`src/rtl/execute_issue_stage_pkg.sv`:
```
// Shared constants for the execute issue stage: ALU operation codes and default widths.
package execute_issue_stage_pkg;

  localparam int DATA_W_DEF = 32;
  localparam int REG_AW_DEF = 5;
  localparam int SHAMT_W    = 5;
  localparam int ALU_CTRL_W = 4;

  // aluDisabled marks a bubble so the ALU result is never mistaken for real work.
  typedef enum logic [ALU_CTRL_W-1:0] {
    aluAdd          = 4'h0,
    aluSub          = 4'h1,
    aluAnd          = 4'h2,
    aluOr           = 4'h3,
    aluXor          = 4'h4,
    aluNor          = 4'h5,
    aluSlt          = 4'h6,
    aluSltu         = 4'h7,
    aluShiftLeft    = 4'h8,
    aluShiftRightL  = 4'h9,
    aluShiftRightA  = 4'hA,
    aluLui          = 4'hB,
    aluDisabled     = 4'hF
  } alu_op_e;

endpackage

```
`src/rtl/execute_issue_stage_operand_forward_mux.sv`:
```
// Combinational forward select for one source register: MEM beats WB beats register file.
module operand_forward_mux
  import execute_issue_stage_pkg::*;
#(
  parameter int DATA_W = DATA_W_DEF,
  parameter int REG_AW = REG_AW_DEF
) (
  input  logic [REG_AW-1:0] src_addr_i,
  input  logic [DATA_W-1:0] rf_data_i,
  input  logic              mem_reg_write_i,
  input  logic [REG_AW-1:0] mem_dest_addr_i,
  input  logic [DATA_W-1:0] mem_result_i,
  input  logic              wb_reg_write_i,
  input  logic [REG_AW-1:0] wb_dest_addr_i,
  input  logic [DATA_W-1:0] wb_result_i,
  output logic [DATA_W-1:0] fwd_data_o
);

  logic src_nonzero;
  logic mem_hit;
  logic wb_hit;

  // Register 0 never forwards, so it always reads the hard-wired zero from the file.
  assign src_nonzero = (src_addr_i != '0);
  assign mem_hit     = src_nonzero && mem_reg_write_i && (mem_dest_addr_i == src_addr_i);
  assign wb_hit      = src_nonzero && wb_reg_write_i && (wb_dest_addr_i == src_addr_i);

  always_comb begin
    fwd_data_o = rf_data_i;
    if (mem_hit) begin
      fwd_data_o = mem_result_i;
    end else if (wb_hit) begin
      fwd_data_o = wb_result_i;
    end
  end

endmodule

```
`src/rtl/execute_issue_stage.sv`:
```
// ID/EX pipeline register feeding the ALU: forwarding, load-use detection, hold, flush and bubbles.
module execute_issue_stage
  import execute_issue_stage_pkg::*;
#(
  parameter int DATA_W = DATA_W_DEF,
  parameter int REG_AW = REG_AW_DEF
) (
  input  logic                  clk,
  input  logic                  reset,
  input  logic                  id_valid,
  input  logic [REG_AW-1:0]     id_rs_addr,
  input  logic [REG_AW-1:0]     id_rt_addr,
  input  logic                  id_rs_used,
  input  logic                  id_rt_used,
  input  logic [DATA_W-1:0]     id_rs_data,
  input  logic [DATA_W-1:0]     id_rt_data,
  input  logic [DATA_W-1:0]     id_imm32,
  input  logic [SHAMT_W-1:0]    id_shamt,
  input  logic                  id_use_imm,
  input  logic                  id_use_shamt,
  input  logic [ALU_CTRL_W-1:0] id_alu_ctrl,
  input  logic [REG_AW-1:0]     id_dest_addr,
  input  logic                  id_reg_write,
  input  logic                  id_mem_read,
  input  logic                  hold,
  input  logic                  flush,
  input  logic                  mem_reg_write,
  input  logic [REG_AW-1:0]     mem_dest_addr,
  input  logic [DATA_W-1:0]     mem_result,
  input  logic                  wb_reg_write,
  input  logic [REG_AW-1:0]     wb_dest_addr,
  input  logic [DATA_W-1:0]     wb_result,
  output logic [DATA_W-1:0]     alu_a,
  output logic [DATA_W-1:0]     alu_b,
  output logic [ALU_CTRL_W-1:0] alu_ctrl,
  output logic                  ex_valid,
  output logic [REG_AW-1:0]     ex_dest_addr,
  output logic                  ex_reg_write,
  output logic                  ex_mem_read,
  output logic [DATA_W-1:0]     ex_store_data,
  output logic                  hazard_stall
);

  // Flow control: flush beats hold; hold freezes the stage (operands still refresh from
  // forwarding); hazard_stall asks decode to re-present the same instruction next cycle.
  logic                  valid_q,     valid_d;
  logic [REG_AW-1:0]     rs_addr_q,   rs_addr_d;
  logic [REG_AW-1:0]     rt_addr_q,   rt_addr_d;
  logic [DATA_W-1:0]     rs_val_q,    rs_val_d;
  logic [DATA_W-1:0]     rt_val_q,    rt_val_d;
  logic [DATA_W-1:0]     imm_q,       imm_d;
  logic [SHAMT_W-1:0]    shamt_q,     shamt_d;
  logic                  use_imm_q,   use_imm_d;
  logic                  use_shamt_q, use_shamt_d;
  logic [ALU_CTRL_W-1:0] ctrl_q,      ctrl_d;
  logic [REG_AW-1:0]     dest_q,      dest_d;
  logic                  reg_write_q, reg_write_d;
  logic                  mem_read_q,  mem_read_d;

  logic [REG_AW-1:0] rs_src_addr, rt_src_addr;
  logic [DATA_W-1:0] rs_src_data, rt_src_data;
  logic [DATA_W-1:0] rs_fwd, rt_fwd;
  logic              rs_hit, rt_hit;
  logic              load_bubble;

  // While holding, the muxes re-forward the EX instruction's own sources.
  assign rs_src_addr = hold ? rs_addr_q : id_rs_addr;
  assign rt_src_addr = hold ? rt_addr_q : id_rt_addr;
  assign rs_src_data = hold ? rs_val_q  : id_rs_data;
  assign rt_src_data = hold ? rt_val_q  : id_rt_data;

  operand_forward_mux #(.DATA_W(DATA_W), .REG_AW(REG_AW)) u_rs_fwd (
    .src_addr_i      (rs_src_addr),
    .rf_data_i       (rs_src_data),
    .mem_reg_write_i (mem_reg_write),
    .mem_dest_addr_i (mem_dest_addr),
    .mem_result_i    (mem_result),
    .wb_reg_write_i  (wb_reg_write),
    .wb_dest_addr_i  (wb_dest_addr),
    .wb_result_i     (wb_result),
    .fwd_data_o      (rs_fwd)
  );

  operand_forward_mux #(.DATA_W(DATA_W), .REG_AW(REG_AW)) u_rt_fwd (
    .src_addr_i      (rt_src_addr),
    .rf_data_i       (rt_src_data),
    .mem_reg_write_i (mem_reg_write),
    .mem_dest_addr_i (mem_dest_addr),
    .mem_result_i    (mem_result),
    .wb_reg_write_i  (wb_reg_write),
    .wb_dest_addr_i  (wb_dest_addr),
    .wb_result_i     (wb_result),
    .fwd_data_o      (rt_fwd)
  );

  assign rs_hit       = id_rs_used && (id_rs_addr == dest_q);
  assign rt_hit       = id_rt_used && (id_rt_addr == dest_q);
  assign hazard_stall = valid_q && mem_read_q && (dest_q != '0) && id_valid &&
                        (rs_hit || rt_hit) && !hold && !flush;

  // An invalid decode slot is loaded as a bubble so every ex_* output reads zero.
  assign load_bubble = flush || (!hold && (hazard_stall || !id_valid));

  always_comb begin
    valid_d     = valid_q;
    rs_addr_d   = rs_addr_q;
    rt_addr_d   = rt_addr_q;
    rs_val_d    = rs_val_q;
    rt_val_d    = rt_val_q;
    imm_d       = imm_q;
    shamt_d     = shamt_q;
    use_imm_d   = use_imm_q;
    use_shamt_d = use_shamt_q;
    ctrl_d      = ctrl_q;
    dest_d      = dest_q;
    reg_write_d = reg_write_q;
    mem_read_d  = mem_read_q;
    if (load_bubble) begin
      valid_d     = 1'b0;
      rs_addr_d   = '0;
      rt_addr_d   = '0;
      rs_val_d    = '0;
      rt_val_d    = '0;
      imm_d       = '0;
      shamt_d     = '0;
      use_imm_d   = 1'b0;
      use_shamt_d = 1'b0;
      ctrl_d      = aluDisabled;
      dest_d      = '0;
      reg_write_d = 1'b0;
      mem_read_d  = 1'b0;
    end else if (hold) begin
      rs_val_d = rs_fwd;
      rt_val_d = rt_fwd;
    end else begin
      valid_d     = 1'b1;
      rs_addr_d   = id_rs_addr;
      rt_addr_d   = id_rt_addr;
      rs_val_d    = rs_fwd;
      rt_val_d    = rt_fwd;
      imm_d       = id_imm32;
      shamt_d     = id_shamt;
      use_imm_d   = id_use_imm;
      use_shamt_d = id_use_shamt;
      ctrl_d      = id_alu_ctrl;
      dest_d      = id_dest_addr;
      reg_write_d = id_reg_write;
      mem_read_d  = id_mem_read;
    end
  end

  always_ff @(posedge clk) begin
    if (!reset) begin
      valid_q     <= 1'b0;
      rs_addr_q   <= '0;
      rt_addr_q   <= '0;
      rs_val_q    <= '0;
      rt_val_q    <= '0;
      imm_q       <= '0;
      shamt_q     <= '0;
      use_imm_q   <= 1'b0;
      use_shamt_q <= 1'b0;
      ctrl_q      <= aluDisabled;
      dest_q      <= '0;
      reg_write_q <= 1'b0;
      mem_read_q  <= 1'b0;
    end else begin
      valid_q     <= valid_d;
      rs_addr_q   <= rs_addr_d;
      rt_addr_q   <= rt_addr_d;
      rs_val_q    <= rs_val_d;
      rt_val_q    <= rt_val_d;
      imm_q       <= imm_d;
      shamt_q     <= shamt_d;
      use_imm_q   <= use_imm_d;
      use_shamt_q <= use_shamt_d;
      ctrl_q      <= ctrl_d;
      dest_q      <= dest_d;
      reg_write_q <= reg_write_d;
      mem_read_q  <= mem_read_d;
    end
  end

  always_comb begin
    alu_a = rs_val_q;
    alu_b = rt_val_q;
    if (use_shamt_q) begin
      alu_a = rt_val_q;
      alu_b = {{(DATA_W-SHAMT_W){1'b0}}, shamt_q};
    end else if (use_imm_q) begin
      alu_b = imm_q;
    end
  end

  assign alu_ctrl      = ctrl_q;
  assign ex_valid      = valid_q;
  assign ex_dest_addr  = dest_q;
  assign ex_reg_write  = reg_write_q;
  assign ex_mem_read   = mem_read_q;
  assign ex_store_data = rt_val_q;

endmodule

```
`config.mk`:
```
export PLATFORM = sky130hd
export DESIGN_NAME = execute_issue_stage
export DESIGN_NICKNAME = d
export VERILOG_FILES = /design/src/rtl/execute_issue_stage_pkg.sv /design/src/rtl/execute_issue_stage_operand_forward_mux.sv /design/src/rtl/execute_issue_stage.sv
export SDC_FILE = /design/constraint.sdc
export NUM_CORES = 1
export LEC_CHECK = 0
export ABC_AREA = 0
export BUFFER_PORTS_ARGS = -buffer_cell sky130_fd_sc_hd__buf_2
export CAP_MARGIN = 5
export CORE_MARGIN = 2
export CORE_UTILIZATION = 45
export CTS_CLUSTER_DIAMETER = 40
export CTS_CLUSTER_SIZE = 30
export DETAILED_ROUTE_END_ITERATION = 12
export PLACE_DENSITY = 0.77
export SLEW_MARGIN = 15
export SYNTH_ARGS = -nofsm -noshare
export SYNTH_HDL_FRONTEND = slang
export SYNTH_SLANG_ARGS = --single-unit
export TNS_END_PERCENT = 30
```
`constraint.sdc`:
```
create_clock -name clk -period 2.8 [get_ports clk]
set_input_delay 0.56 -clock clk [delete_from_list [all_inputs] [get_ports clk]]
set_output_delay 0.56 -clock clk [all_outputs]
set_load 0.02 [all_outputs]
```
# [Word level (Yosys, flattened, before mapping)]
# Cells that the tools add are included.
[totals] output_inout_bits=109 wordCells=60 input_bits=207 register_bits=125
[op_classes] n_reduce_logical=27 n_bitwise=1 eq_ne=8 mux=11
[ops] operator="2-to-1 mux 32 bit" count=9
[ops] operator="equality test 5 bit" count=6
[ops] operator="logical AND 1 bit" count=17
[ops] operator="nonzero test 5 bit" count=3
[ops] operator="2-to-1 mux 5 bit" count=2
[ops] operator="!= test 3 x 1 -> 1 bit (second input constant)" count=2
[ops] operator="logical NOT 1 bit" count=3
[ops] operator="logical OR 1 bit" count=3
[ops] operator="OR reduction 2 bit" count=1
[ops] operator="NOT 1 bit" count=1

# [Logic depth before layout (Yosys ltp)]
# Gate-level depths: netlist of the first run.
[depth] depth_word=10 depth_mapped=10 depth_no_buf=6

# [By module]
# From an unflattened synthesis of the first run, not the netlist that was laid out.
[unflattened] hier_cells=1261 hier_area_um2=9967.1
[modules_own_cells] mod="execute_issue_stage" cells_per_inst=923 n_inst=1 area_per_inst_um2=8070.2
[modules_own_cells] mod="operand_forward_mux" cells_per_inst=169 n_inst=2 area_per_inst_um2=948.4

# [Least setup slack after synthesis of the first run]
# OpenSTA, ideal clock, no wires.
[synth_timing] path_kind="input port to flip-flop" from="input hold" to="register rs_val_q[10]" n_path_buf=3 setup_time_ns=0.117 required_ns=2.683 path_slack_ns=0.442 arrival_time_ns=2.240 stages=9 cell_sequence="buf_6 -> mux2i_2 -> xnor2_1 -> nor3_2 -> and4_1 -> clkbuf_1 -> buf_2 -> a221o_1 -> a32o_1"
[synth_via] elab_chain_cells=7 elab_cells_between_ends=18
[synth_lines] element="start: declaration" line="execute_issue_stage.sv:25" text="input logic hold,"
[synth_lines] element="branches (longest 7 deep; another with 2-to-1 mux 32 bit)"
[synth_lines] element="end signal: assignment" line="execute_issue_stage.sv:171" text="rs_val_q <= rs_val_d;"
[synth_lines] element="end: declaration" line="execute_issue_stage.sv:49" text="logic [DATA_W-1:0] rs_val_q, rs_val_d;"
# Parallel ways; which one is timed is not known.
# A chain may end at the register's enable or synchronous reset.

# [Worst setup path after layout of the first run]
[layout_timing] from="input hold" to="register rt_val_q[9] (netlist: ex_store_data[9])"
[layout_via] elab_chain_cells=7 elab_cells_between_ends=18
[layout_lines] element="branches (longest 7 deep; another with 2-to-1 mux 32 bit)"
[layout_lines] element="end signal: assignment" line="execute_issue_stage.sv:172" text="rt_val_q <= rt_val_d;"
[layout_lines] element="end: declaration" line="execute_issue_stage.sv:50" text="logic [DATA_W-1:0] rt_val_q, rt_val_d;"
# Parallel ways; which one is timed is not known.

==> impl_metrics.yaml, run 1 <==
hold_path:
  hp-start: "id_alu_ctrl[0]"
  min_path_cells: 3
  hold_class: "in -> reg"
placement:
  count_of_buffers_from_port_buffering: 315
  dpl-instance-area_mm2: 0.00883
  dp_slack_ns: -0.0659
  globalplace.congestion: 0.941
  dpl.hpwl_um: 17000
floorplan:
  die_height_um: 128
  row_count: 45
  floorplan.initialDensity_pct: 45.9
  floorplan.die.width_um: 128
  die_area_mm2: 0.0164
  io_pins: 316
  placeableCoreArea_mm2: 0.0151
pwr:
  power_leakage_nw: 4.31
  vdd.ir_drop.worst_mv: 0.367
  power-per-cell-area_mw_per_mm2: 525
  total_power_mw: 4.95
timing:
  worst_setup_margin_ns: 0.318
  setup_tns_ns: 0
  clock_skew_ns: 0.00846
  post-route-period-util_pct: 88.6
  setup_repair_after_global_routing_missed_its_margin: "no"
  tightest_slew_ns: 0.885
  finalMaxSlewViolations: 0
  timing.final.hold_violations: 0
  maxSlewHeadroom_pct: 41.0
  achievable-frequency_mhz: 403
  finalWorstPathRequiredPeriod_ns: 2.48
  setup_violations: 0
detailed_routing:
  postRouteAntennaNets: 0
  via_density: 5.72
  routed-via-count: 7111
  first_iter_violations: 530
  routed_wl_um: 24400
  wire_per_inst_um: 19.6
  drc: 0
  firstDrtPassIters: 7
cts:
  cts_buffer_count: 17
  ctsHtreeMaxLevel: 4
  post-cts-setup-buffers: 0
  cts-root-buf: "clkbuf_16"
  clk_pin_slew_worst_paths_ns: 0.06
  post_cts_hold_buffer_count: 0
  insertion_delay_ns: 0.41
  cts_repair_resize_count: 0
  tritoncts_clock_tree: "built"
  cts_max_path_buffers: 2
  clock-sinks: 125
yosys:
  synth_top_cells_by_area: "dfxtp_1, mux2i_1, mux2_2"
  synth.largest_area_cell: "dfxtp_1"
  seq_area_frac_synth_pct: 36.0
  synth_cells: 746
  netlist_area_mm2: 0.00695
  postSynthRegisterBits: 125
  mappedNetlistNets: 953
  post_synth.cell_area_avg_um2: 9.31
  netlist.area_leader.share_pct: 36.0
  netlist-cell-type-count: 42
  synth_warn: 0
setup_path:
  critPathCaptureType: "register"
  timing.critical_path.slowest_stage_cell: "a2111oi_0"
  startpoint_type: "input port"
  worst_r2r_path_depth: 7
  timing.critical_path.buf_inv: 3
  worst-endpoint-required_ns: 3.14
  timing.critical_path.slowest_cell_delay_ns: 0.50
  path_delay_family: "simple AND/OR/NAND/NOR gates"
  timing.critical_path.depth: 9
  crit_path_start: "hold"
  worstPathCellList: "buf_6, buf_4, or3b_1, a2111oi_0, nand3b_1, or2_1, buf_12, o211ai_1, a21oi_1"
  worstReg2RegStart: "rt_addr_q[0]$_SDFF_PP0_"
  crit_arrival_ns: 2.82
  timing_worst_setup_path_type: "in -> reg"
  crit_path_max_fanout: 32
cells_and_area:
  final_design_area_no_fill_mm2: 0.00944
  num-nets-final: 1248
  area_growth_synth_to_finish_pct: 35.9
  drive_above_1_share_pct: 40.1
  layout_commonest_cell: "buf_2"
  final_util_pct: 62.3
  mostFrequentLayoutCells: "buf_2, dfxtp_1, mux2i_1"
status:
  outcome: "finished clean"
grt:
  grt_max_degree: 56
  grt-ovfl-total: 0
  grt_pass1_wl_um: 36900
  antenna_found_initial: 2
  grtUsageTotal_pct: 29.0
  first_global_vias: 7000
job:
  drv_cap: 0
-- logic make-up after synthesis --
kind of cell	Yosys count	synth area share [%]
flip-flops	125	36.0
buffers and inverters	72	5.44
multiplexers	158	23.7
AND/OR/NAND/NOR	187	12.4
XOR/XNOR	27	3.40
AO/OA/AOI/OAI	177	19.1
-- registers in the layout, indices dropped and copies added (netlist names) --
name	count
alu_ctrl	4
ex_mem_read	1
shamt_q	5
use_shamt_q	1
rs_val_q	32
rt_addr_q	5
rs_addr_q	5
imm_q	32
ex_dest_addr	5
ex_valid	1
ex_store_data	32
use_imm_q	1
ex_reg_write	1
-- worst register-to-register path, stage by stage, from the launching register on --
cell and delay [ns]:
dfxtp_1 0.31, or3b_1 0.39, a2111oi_0 0.50, nand3b_1 0.27, or2_1 0.18, buf_12 0.23
o211ai_1 0.13, a21oi_1 0.16
-- routing by layer --
layer / global-route usage (%) / wire length (um)
met1: 34.6 / 9760
met2: 49.9 / 12000
met3: 6.89 / 1980
met4: 11.7 / 595
met5: 0 / 0
-- synth_stat cells, drive strengths merged --
library cell / instances
a2111oi: 1
a211oi: 2
a21boi: 1
a21oi: 32
a221o: 32
a32o: 32
a41oi: 1
and4: 2
buf: 37
clkbuf: 33
dfxtp: 125
inv: 2
mux2: 34
mux2i: 124
nand2: 47
nand2b: 35
nand3: 1
nand3b: 1
nand4: 5
nor2: 84
nor2b: 1
nor3: 4
nor3b: 1
nor4b: 1
o211a: 1
o211ai: 32
o21a: 2
o21ai: 40
o22ai: 1
or2: 1
or3: 2
or3b: 1
or4: 1
xnor2: 17
xor2: 10
-- layout make-up --
cell class,count,area (um^2)
inverter,2,7.51
timing repair buffer,346,1980
multi-input combinational,549,4110
antenna,2,5.00
fill,1319,5710
tap,188,235
sequential,125,2500
clock buffer,21,460
clock inverter,11,141
-- stage by stage --
step           std cells  hold WS, ns
3_5_place_dp        1210        0.450
6_report            1244        0.354
3_3_place_gp        1210        0.443
4_1_cts             1242        0.338
5_1_grt             1244        0.359
2_1_floorplan        746        0.438
-- final timing paths --
path,slack (ns),to
worst min-delay path,0.35,alu_ctrl[0]$_SDFFE_PP1N_
worst max-delay path,0.32,ex_store_data[9]$_SDFFE_PP0P_
worst max register to register,0.55,ex_store_data[9]$_SDFFE_PP0P_
worst min register to register,0.46,rs_val_q[14]$_SDFFE_PP0P_
-- power by group --
| part | leakage (nW) | switching, mW | internal, mW |
|---|---|---|---|
| Clock | 0.289 | 0.818 | 1.44 |
| Sequential | 1.02 | 0.0426 | 1.84 |
| Combinational | 3.01 | 0.435 | 0.382 |
No activity file was read; power rests on OpenSTA's default activity.
==> inputs of run 2 (changes only) <==
==> constraint.sdc (replaced) <==
create_clock -name clk -period 2.8 [get_ports clk]
set_input_delay 0.42 -clock clk [delete_from_list [all_inputs] [get_ports clk]]
set_output_delay 0.42 -clock clk [all_outputs]
set_load 0.02 [all_outputs]
==> run 2 against run 1 <==
  * Sequential share of layout area increased by 0.26 points
  * First-iteration DRC count decreased by 1.5%
  * Die area unchanged
  * Sequential cell count unchanged
  * Cell count about the same
  * Critical path depth decreased by 1
  * Fmax increased by 0.93%
  * Via count increased by 0.55%
  * Utilization decreased by 0.60 points
  * Largest power group unchanged
==> impl_metrics.yaml, run 2 (same netlist as run 1, synthesis figures left out) <==
status:
  outcome: "finished clean"
timing:
  timing.final.hold_violations: 0
  setup_repair_after_global_routing_missed_its_margin: "no"
  tightest_slew_ns: 1.09
  post-route-period-util_pct: 87.8
  maxSlewHeadroom_pct: 27.1
  finalMaxSlewViolations: 0
  worst_setup_margin_ns: 0.341
  finalHoldWorstSlack_ns: 0.225
  achievable-frequency_mhz: 407
  finalWorstPathRequiredPeriod_ns: 2.46
  setup_tns_ns: 0
  clock_skew_ns: 0.00981
  setup_violations: 0
grt:
  global_route.usage.met3_pct: 7.10
  first_global_vias: 7107
  met2_capacity_usage_during_global_routing_pct: 50.0
  grt_max_degree: 65
  grt_pass1_wl_um: 36800
  global_route.peak_usage_layer: "met2"
  grt-ovfl-total: 0
  antenna_found_initial: 3
  met1_usage_pct: 32.9
  grtUsageTotal_pct: 28.7
floorplan:
  die_height_um: 128
  floorplan.initialDensity_pct: 45.9
  floorplan.die.width_um: 128
  io_pins: 316
  die_area_mm2: 0.0164
  row_count: 45
  placeableCoreArea_mm2: 0.0151
job:
  drv_cap: 0
detailed_routing:
  via_density: 5.75
  postRouteAntennaNets: 0
  drc: 0
  wire_per_inst_um: 19.5
  routed_wl_um: 24300
  firstDrtPassIters: 5
  first_iter_violations: 522
  routed-via-count: 7150
pwr:
  power_leakage_nw: 4.27
  power-per-cell-area_mw_per_mm2: 517
  vdd.ir_drop.worst_mv: 0.349
setup_path:
  crit_path_max_fanout: 64
  crit_path_start: "rs_addr_q[4]$_SDFF_PP0_"
  startpoint_type: "register"
  crit_arrival_ns: 2.76
  worstReg2RegStart: "rs_addr_q[4]$_SDFF_PP0_"
  worst-endpoint-required_ns: 3.10
  r2r_setup_slack_ns: 0.34
  worst_setup_path_endpoint: "rs_val_q[25]$_SDFFE_PP0P_"
  timing_worst_setup_path_type: "reg -> reg"
  worst_r2r_path_depth: 8
  critical_register_to_register_path_endpoint: "rs_val_q[25]$_SDFFE_PP0P_"
  critPathCaptureType: "register"
cts:
  clk_pin_slew_worst_paths_ns: 0.06
  post_cts_hold_buffer_count: 0
  post-cts-setup-buffers: 0
  cts_max_path_buffers: 2
  insertion_delay_ns: 0.41
  cts_repair_resize_count: 0
  clock-sinks: 125
  ctsHtreeMaxLevel: 4
  cts-root-buf: "clkbuf_16"
  tritoncts_clock_tree: "built"
  cts_buffer_count: 17
placement:
  placed_cells: 1210
  globalplace.congestion: 0.945
  dpl-instance-area_mm2: 0.00878
  count_of_buffers_from_port_buffering: 315
  dpl.hpwl_um: 17400
  dp_slack_ns: 0.0396
cells_and_area:
  layout_commonest_cell: "buf_2"
  ff_latch_area_mm2: 0.00250
  num-nets-final: 1248
  area_growth_synth_to_finish_pct: 34.6
  mostFrequentLayoutCells: "buf_2, dfxtp_1, mux2i_1"
  fillerInstances: 1316
  area_of_the_multi_input_gates_mm2: 0.00411
  drive_above_1_share_pct: 39.8
  final_instance_count_excl_fillers: 1243
  final_design_area_no_fill_mm2: 0.00935
hold_path:
  hold_class: "in -> reg"
  hp-start: "id_alu_ctrl[0]"
## run 2: worst min-delay path by stage
stage | to | slack [ns] | cells after the start
6_report | alu_ctrl[0]$_SDFFE_PP1N_ | 0.22 | 3
3_3_place_gp | rs_val_q[21]$_SDFFE_PP0P_ | 0.44 | 1
4_1_cts | alu_ctrl[0]$_SDFFE_PP1N_ | 0.21 | 3
5_1_grt | alu_ctrl[3]$_SDFFE_PP1N_ | 0.24 | 3
2_1_floorplan | rs_val_q[0]$_SDFFE_PP0P_ | 0.44 | 1
3_5_place_dp | rs_val_q[9]$_SDFFE_PP0P_ | 0.45 | 1
## run 2: cell type report
type	instances	area share (%)
clock inverter	7	0.964
antenna	3	0.0803
timing repair buffer	346	20.6
tap	188	2.52
multi-input combinational	549	43.9
inverter	2	0.0803
sequential	125	26.8
clock buffer	23	5.01
## run 2: per-stage QoR
step / total power, mW / utilization [%]
final: 4.83 / 61.7
after global routing: 5.00 / 61.7
after CTS: 4.85 / 61.7
after detailed placement: 2.73 / 58.0
after global placement: 2.72 / 58.0
after floorplan: 2.37 / -
## run 2: per-layer routing
layer	wire, um	part of all wire (%)
met4	606	2.5
met3	2030	8.4
met5	0	0
met2	11900	49
met1	9690	40
## run 2: power breakdown
part	internal (mW)	switching, mW	total, mW	leakage [nW]
clock	1.34	0.788	2.13	0.269
combinational	0.381	0.430	0.812	2.98
sequential	1.84	0.0499	1.89	1.02
total	3.56	1.27	4.83	4.27
## run 2: critical path: stages (launching register included)
cell,delay [ns]
dfxtp_1,0.30
mux2i_1,0.06
buf_4,0.15
o211a_1,0.13
or3_1,0.39
a211oi_4,0.27
buf_4,0.57
nand2b_1,0.12
a32o_1,0.28
==> inputs of run 3 (changes only) <==
- CELL_PAD_IN_SITES_DETAIL_PLACEMENT: not set -> 0
- CELL_PAD_IN_SITES_GLOBAL_PLACEMENT: not set -> 1
- CORE_UTILIZATION: 45 -> 34
- PLACE_DENSITY: 0.77 -> 0.8
==> run 3 against run 2 <==
  * First-iteration DRC count is 32% lower
  * Clock power is 9.4% higher
  * Total power is 3.9% higher
  * Sequential power hardly changed
  * Design area is 1.8% higher
  * Critical path depth is 4 lower
  * Combinational power hardly changed
  * Via count is 2.3% lower
  * Cell count is 6.7% higher
  * Global-route usage is 5.5 points lower
  * Largest cell class unchanged
  * Largest power group unchanged
==> impl_metrics.yaml, run 3 (same netlist as run 1, synthesis figures left out) <==
grt:
  grtUsageTotal_pct: 23.3
  grt_pass1_wl_um: 39500
  grt-ovfl-total: 0
  first_global_vias: 7014
  antenna_found_initial: 5
  grt_max_degree: 47
cts:
  post-cts-setup-buffers: 0
  cts_max_path_buffers: 2
  insertion_delay_ns: 0.42
  tritoncts_clock_tree: "built"
  post_cts_hold_buffer_count: 0
  ctsHtreeMaxLevel: 4
  cts-root-buf: "clkbuf_16"
  clk_pin_slew_worst_paths_ns: 0.06
  cts_buffer_count: 17
  clock-sinks: 125
  cts_repair_resize_count: 0
timing:
  maxSlewHeadroom_pct: 47.9
  finalWorstPathRequiredPeriod_ns: 2.29
  setup_tns_ns: 0
  timing.final.hold_violations: 0
  setup_repair_after_global_routing_missed_its_margin: "no"
  worst_setup_margin_ns: 0.505
  clock_skew_ns: 0.0151
  post-route-period-util_pct: 82.0
  achievable-frequency_mhz: 436
  finalHoldWorstSlack_ns: 0.210
  tightest_slew_ns: 0.779
  finalMaxSlewViolations: 0
  setup_violations: 0
setup_path:
  startpoint_type: "register"
  worst-endpoint-required_ns: 2.38
  timing_worst_setup_path_type: "reg -> out"
  critPathCaptureType: "primary output"
  crit_path_start: "use_imm_q$_SDFFE_PP0N_"
  crit_arrival_ns: 1.87
  crit_path_max_fanout: 17
  worstReg2RegStart: "rs_addr_q[2]$_SDFF_PP0_"
detailed_routing:
  routed-via-count: 6989
  via_density: 5.27
  first_iter_violations: 353
  wire_per_inst_um: 19.4
  firstDrtPassIters: 5
  routed_wl_um: 25700
  drc: 0
  postRouteAntennaNets: 0
placement:
  dpl.hpwl_um: 18100
  globalplace.congestion: 0.854
  placed_cells: 1290
  dp_slack_ns: 0.161
  count_of_buffers_from_port_buffering: 315
  dpl-instance-area_mm2: 0.00888
floorplan:
  placeableCoreArea_mm2: 0.0202
  io_pins: 316
  die_area_mm2: 0.0216
  floorplan.initialDensity_pct: 34.4
  row_count: 52
  die_height_um: 147
  floorplan.die.width_um: 147
cells_and_area:
  area_of_the_multi_input_gates_mm2: 0.00411
  final_instance_count_excl_fillers: 1326
  drive_above_1_share_pct: 40.3
  area_growth_synth_to_finish_pct: 37.0
  fillerInstances: 2026
  layout_commonest_cell: "buf_2"
  mostFrequentLayoutCells: "buf_2, dfxtp_1, mux2i_1"
  final_design_area_no_fill_mm2: 0.00951
  ff_latch_area_mm2: 0.00250
  final_util_pct: 47.2
  num-nets-final: 1246
pwr:
  vdd.ir_drop.worst_mv: 0.386
  power-per-cell-area_mw_per_mm2: 527
  power_leakage_nw: 4.30
  total_power_mw: 5.02
hold_path:
  hp-start: "id_alu_ctrl[2]"
  hold_class: "in -> reg"
job:
  drv_cap: 0
status:
  outcome: "finished clean"
run 3: cell types whose count changed in the layout (fill, tap and decap cells not counted), moves of 2 or more:
| cell | delta |
|---|---|
| buf_4 | -3 |
| clkbuf_1 | -3 |
| and4_1 | -2 |
| and4_2 | +2 |
| clkbuf_8 | +2 |
run 3: per-layer routing:
layer / vias up / GRT usage [%] / wire length (um)
li1: 3323 / - / -
met1: 3306 / 29.8 / 10900
met2: 318 / 38.8 / 12300
met3: 40 / 5.68 / 1960
met4: 2 / 7.31 / 561
met5: - / 0 / 13
run 3: final cells by class:
cell class | count | area share, %
tap | 270 | 3.55
timing repair buffer | 344 | 20.2
multi-input combinational | 549 | 43.2
clock inverter | 10 | 1.43
inverter | 2 | 0.0789
clock buffer | 22 | 5.09
sequential | 125 | 26.3
antenna | 4 | 0.105
run 3: critical path, cell delays in order, from the launching register on:
cell,delay (ns)
dfxtp_2,0.74
buf_12,0.28
mux2i_1,0.21
nor2_1,0.06
buf_2,0.17
run 3: worst paths after layout:
path | end | slack, ns | cells after the start
max | alu_b[21] | 0.51 | 4
min | alu_ctrl[2]$_SDFFE_PP1N_ | 0.21 | 3
max reg2reg | rs_val_q[17]$_SDFFE_PP0P_ | 0.55 | 7
min reg2reg | rs_val_q[12]$_SDFFE_PP0P_ | 0.46 | 1
run 3: power breakdown:
group / switching, mW / internal, mW
Clock: 0.833 / 1.49
Sequential: 0.0459 / 1.84
Combinational: 0.434 / 0.376
